===== config.mk =====
export PLATFORM = sky130hd
export DESIGN_NAME = mul_seq_radix4
export DESIGN_NICKNAME = d
export VERILOG_FILES = /design/src/rtl/mul_seq_radix4.sv
export SDC_FILE = /design/constraint.sdc
export NUM_CORES = 1
export LEC_CHECK = 0
export CAP_MARGIN = 10
export CELL_PAD_IN_SITES_DETAIL_PLACEMENT = 0
export CELL_PAD_IN_SITES_GLOBAL_PLACEMENT = 2
export CORE_UTILIZATION = 35
export CTS_CLUSTER_DIAMETER = 50
export CTS_CLUSTER_SIZE = 40
export DETAILED_ROUTE_END_ITERATION = 10
export PLACE_DENSITY = 0.84
export RECOVER_POWER = 25
export SYNTH_ARGS = -nofsm -noshare
export SYNTH_HDL_FRONTEND = slang
export SYNTH_SLANG_ARGS = --single-unit
export TNS_END_PERCENT = 50

===== constraint.sdc =====
create_clock -name clk -period 4.99 [get_ports clk]
set_input_delay 0.998 -clock clk [delete_from_list [all_inputs] [get_ports clk]]
set_output_delay 0.998 -clock clk [all_outputs]
set_load 0.01 [all_outputs]

===== src/rtl/mul_seq_radix4.sv =====
// ---------------------------------------------------------------------------
// mul_seq_radix4
//
// Handshaked sequential multiplier. Two WIDTH-bit operands are latched on
// acceptance, then one radix-4 digit of b is retired per cycle: the digit
// selects 0, a, 2a or 3a, which is shifted into place and added to a
// 2*WIDTH-bit accumulator. After WIDTH/2 digits the product is copied to p
// and held with out_valid until the consumer takes it.
//
// Optional feature macro: MUL_SEQ_SIGNED_EN
//   defined   -> a and b are two's complement, p is the signed product
//   undefined -> unsigned operands and product, no sign logic
//
// Ports
//   clk        system clock, rising edge
//   rst_n      asynchronous active-low reset
//   in_valid   operand pair present on a/b
//   in_ready   block can accept an operand pair this cycle
//   a          multiplicand, WIDTH bits
//   b          multiplier, WIDTH bits
//   out_valid  product available on p
//   out_ready  consumer takes the product this cycle
//   p          registered product, 2*WIDTH bits
// ---------------------------------------------------------------------------
module mul_seq_radix4 #(
    parameter int WIDTH = 8
) (
    input  logic                 clk,
    input  logic                 rst_n,
    input  logic                 in_valid,
    output logic                 in_ready,
    input  logic [WIDTH-1:0]     a,
    input  logic [WIDTH-1:0]     b,
    output logic                 out_valid,
    input  logic                 out_ready,
    output logic [2*WIDTH-1:0]   p
);

    localparam int DIGITS = WIDTH / 2;
    localparam int CW     = (DIGITS > 1) ? $clog2(DIGITS) : 1;
    localparam logic [CW-1:0] LAST_DIGIT = CW'(DIGITS - 1);

    typedef enum logic [1:0] {
        IDLE = 2'd0,
        BUSY = 2'd1,
        DONE = 2'd2
    } state_t;

    state_t               state_q, state_d;
    logic [WIDTH-1:0]     a_q, a_d;
    logic [WIDTH-1:0]     b_q, b_d;
    logic [2*WIDTH-1:0]   acc_q, acc_d;
    logic [2*WIDTH-1:0]   p_q, p_d;
    logic [CW-1:0]        cnt_q, cnt_d;

    logic                 accept;
    logic [WIDTH-1:0]     b_shift;
    logic [1:0]           digit;
    logic [2*WIDTH-1:0]   a_ext;
    logic [2*WIDTH-1:0]   pp;
    logic [2*WIDTH-1:0]   step;
    logic [2*WIDTH-1:0]   acc_sum;

    // Partial product for the current digit, shifted to its weight 4^k.
    always_comb begin
        b_shift = b_q >> {cnt_q, 1'b0};
        digit   = b_shift[1:0];

`ifdef MUL_SEQ_SIGNED_EN
        a_ext = {{WIDTH{a_q[WIDTH-1]}}, a_q};
`else
        a_ext = {{WIDTH{1'b0}}, a_q};
`endif

        case (digit)
            2'd0:    pp = '0;
            2'd1:    pp = a_ext;
            2'd2:    pp = a_ext << 1;
            default: pp = a_ext + (a_ext << 1);
        endcase

        step = pp << {cnt_q, 1'b0};

`ifdef MUL_SEQ_SIGNED_EN
        // The top bit of b was added with weight +2^(WIDTH-1); subtracting
        // a*2^WIDTH turns that into the two's complement weight -2^(WIDTH-1).
        if (cnt_q == LAST_DIGIT && b_q[WIDTH-1]) begin
            step = step - (a_ext << WIDTH);
        end
`endif

        acc_sum = acc_q + step;
    end

    // Handshake and next-state logic. in_ready is forced low while reset is
    // asserted, and only looks at out_ready when a finished product is held.
    always_comb begin
        state_d = state_q;
        a_d     = a_q;
        b_d     = b_q;
        acc_d   = acc_q;
        cnt_d   = cnt_q;
        p_d     = p_q;

        in_ready  = rst_n && ((state_q == IDLE) ||
                              (state_q == DONE && out_ready));
        out_valid = (state_q == DONE);
        accept    = in_valid && in_ready;

        case (state_q)
            IDLE: begin
                if (accept) begin
                    state_d = BUSY;
                end
            end
            BUSY: begin
                acc_d = acc_sum;
                cnt_d = cnt_q + 1'b1;
                if (cnt_q == LAST_DIGIT) begin
                    state_d = DONE;
                    p_d     = acc_sum;
                    cnt_d   = '0;
                end
            end
            DONE: begin
                if (out_ready) begin
                    state_d = accept ? BUSY : IDLE;
                end
            end
            default: begin
                state_d = IDLE;
            end
        endcase

        // A new pair always restarts the digit walk from a clean accumulator.
        if (accept) begin
            a_d   = a;
            b_d   = b;
            acc_d = '0;
            cnt_d = '0;
        end
    end

    always_ff @(posedge clk or negedge rst_n) begin
        if (!rst_n) begin
            state_q <= IDLE;
            a_q     <= '0;
            b_q     <= '0;
            acc_q   <= '0;
            cnt_q   <= '0;
            p_q     <= '0;
        end else begin
            state_q <= state_d;
            a_q     <= a_d;
            b_q     <= b_d;
            acc_q   <= acc_d;
            cnt_q   <= cnt_d;
            p_q     <= p_d;
        end
    end

    assign p = p_q;

endmodule


==> run metrics <==
status=finished, violations left; failing checks=max-capacitance violations, max-slew violations; Slew headroom=-93.24%; min-delay src=p[5]$_DFFE_PN0P_; die area=0.01060 mm²; DRC viols=0; first-iteration detailed-routing DRC count=141; commonest non-fill, non-tap cells in the layout=nand2_1 (80), dfrtp_1 (52), o21ai_0 (40); Leakage=1.924 nW; Post-Syn Area per Cell=8.593 µm²; Bufs on Longest Clock Path=2; via count=3075; WP data arrival=4650 ps; Final Power=3.140 mW; Critical Path End Type=register; Seq/Total Area, Yosys=36.49%; MaxCap Viol Count=1; Yosys cell types=60; setup tns final=0 ps; Simple-Gate Fraction of Synth Area=20.42%; CTS tree=built; Post-synth EDFFs=0; Clock Skews=8.916 ps; mapped cell area=0.003566 mm²; total gr overflow=0; adder-cell share of the synthesized area=9.895%; DP HPWL=6.441 mm; cts bufs inserted=5; WL/cell=15.32 µm; Design Area, Final=0.004136 mm²; Synth Area in Compound Gates=22.84%; post-synthesis mux area share=3.930%; pre-CTS setup slack=643.1 ps; Hold Crit Class=register to register; drt total wl=8.807 mm; Syn Inst Count=415; crit path cell chain=mux4_2 -> nor2b_1 -> a221oi_2 -> mux2_2 -> o22ai_1 -> ha_1 -> a21oi_1 -> o21ai_0 -> a31o_2 -> a21boi_0 -> nand2_1 -> o21ai_0; worst slew pin tran=2899 ps; die width=102.9 µm; highest-delay cell along the critical path=mux4_2; share of layout cells above drive strength 1=4.525%; final hold violation count=0; most common cell after layout, fill and taps aside=nand2_1; Slew Viols, Final=53; Routability Congestion=0.8453; RSZ-0062 raised after global routing=no; Layout area overhead=16.00%; synth warn=0; overall routing resource usage=18.11%; startpoint types=register; CP Class=register to register; vias in the first global route=2899; r2r setup slk=560 ps; CTS resizes=0; Root Driver=clkbuf_8; Cells after DPL=569; cts hold-fix bufs=0; Hold Path Sink=p[5]$_DFFE_PN0P_; H-tree depth reported by CTS=2; R2R Path Start=cnt_q[0]$_DFFE_PN0P_; main combinational cell family by area after synthesis=compound AO/OA/AOI/OAI gates; Synth Area in XOR/XNOR=2.456%; DR vias/cell=5.348; reg2reg path depth=12; final setup vio count=0; Final nets=490; first-pass GRT wire length=14.75 mm; async set-reset flop share out of synthesis=100.0%; crit-path max FO=16; Initial Utilization=36.31%; Required @ worst endpoint=5210 ps; Worst path most repeated cell=o21ai_0; port bufs=37; Crit path largest cell delay=720 ps; postcts setup bufs=0; CP bufs+invs=0; Final Util=42.13%; initial antenna violation count=0; min Tclk post-route=4427 ps; Core ar.=0.009819 mm²; CP top delay family=compound AO/OA/AOI/OAI gates; final period utilization=88.71%; chip height=102.9 µm; Pre-antenna DRT Iters=4; worst r2r dst=acc_q[8]$_DFFE_PN0P_; CTS Sinks=52; largest net degree at the start of global routing=53; Worst-Skew Late Latency=300 ps; PnR worst setup slack=563.2 ps; WHS Path Cells=2; Synth Net Count=462; pwr dens=759.1 mW/mm²; # diodes=0; Worst VDD drop=0.0002417 V; row count=36; Placed Instance Area=0.004043 mm²; hold slack=482.8 ps; Worst-path clk slew=90 ps; post-synthesis register bit count=52; antenna-violating nets left=0; final non-filler cell total=575; fmax=225.9 MHz; Primary FF master, synth=dfrtp_1; io pins=38
==> state kept, by name (all words and copies together), names as in the netlist <==
signal   count
cnt_q        2
a_q          8
acc_q       16
state_q      2
b_q          8
p           16
==> metal layers <==
layer	vias to the layer above	part of all wire [%]	GRT usage (%)
li1	1553	-	-
met1	1458	53	27.44
met2	54	43	27.03
met3	10	2.5	2.441
met4	0	1.2	4.442
met5	-	0	0
==> kinds of logic after synthesis <==
kind of cell	count (synthesis)
multiplexers	11
AND/OR/NAND/NOR	157
adder cells (fa/ha/maj)	27
AO/OA/AOI/OAI	123
flip-flops	52
buffers and inverters	35
XOR/XNOR	10
==> cell type report <==
type	instances	area (µm²)
Fill cell	1064	5683
Multi-Input combinational cell	328	2123
Sequential cell	52	1301
Timing Repair Buffer	41	390.4
Tap cell	133	166.4
Clock buffer	5	68.82
Inverter	15	56.30
Clock inverter	1	30.03
==> report_power, final <==
| group | switching (mW) | total (mW) | internal, mW |
|---|---|---|---|
| Sequential | 0.177 | 0.783 | 0.606 |
| Clock | 0.139 | 0.283 | 0.144 |
| Combinational | 1.21 | 2.07 | 0.864 |
==> worst reg2reg max path, stage by stage, from the launching register on <==
cell and delay (ps):
dfrtp_1 690, mux4_2 730, nor2b_1 490, a221oi_2 180, mux2_2 310, o22ai_1 190, ha_1 310, a21oi_1 230
o21ai_0 170, a31o_2 310, a21boi_0 430, nand2_1 150, o21ai_0 170
==> Yosys cell counts (2+ instances only) <==
library cell | n | area [µm²]
a211o_1 | 5 | 43.79
a211oi_1 | 5 | 37.54
a21o_1 | 6 | 45.04
a21oi_1 | 21 | 105.1
a22o_1 | 5 | 43.79
a31oi_1 | 3 | 18.77
and2_1 | 3 | 18.77
clkbuf_1 | 16 | 60.06
dfrtp_1 | 52 | 1301
fa_1 | 2 | 40.04
ha_1 | 25 | 312.8
inv_1 | 14 | 52.55
mux2_2 | 4 | 45.04
mux2i_1 | 5 | 50.05
mux4_2 | 2 | 45.04
nand2_1 | 80 | 300.3
nand2b_1 | 6 | 37.54
nand3_1 | 21 | 105.1
nor2_1 | 14 | 52.55
nor2b_1 | 4 | 25.02
nor3_1 | 9 | 45.04
nor3b_1 | 6 | 45.04
o2111ai_1 | 5 | 43.79
o211a_1 | 2 | 20.02
o211ai_1 | 4 | 30.03
o21a_1 | 6 | 45.04
o21ai_0 | 40 | 200.2
o22ai_1 | 2 | 12.51
o31ai_1 | 4 | 30.03
or3_1 | 2 | 12.51
or4_1 | 5 | 37.54
xnor2_1 | 6 | 52.55
xor2_1 | 4 | 35.03
==> worst max-delay path by stage <==
stage	startpoint	endpoint	depth (start not counted)
floorplan	a_q[1]$_DFFE_PN0P_	acc_q[15]$_DFFE_PN0P_	14
CTS	cnt_q[0]$_DFFE_PN0P_	acc_q[8]$_DFFE_PN0P_	12
detailed placement	cnt_q[0]$_DFFE_PN0P_	acc_q[8]$_DFFE_PN0P_	12
global route	cnt_q[0]$_DFFE_PN0P_	acc_q[8]$_DFFE_PN0P_	12
global placement	cnt_q[0]$_DFFE_PN0P_	p[10]$_DFFE_PN0P_	12
finish	cnt_q[0]$_DFFE_PN0P_	acc_q[8]$_DFFE_PN0P_	12
Note: power is estimated with default switching activity, not from simulation.
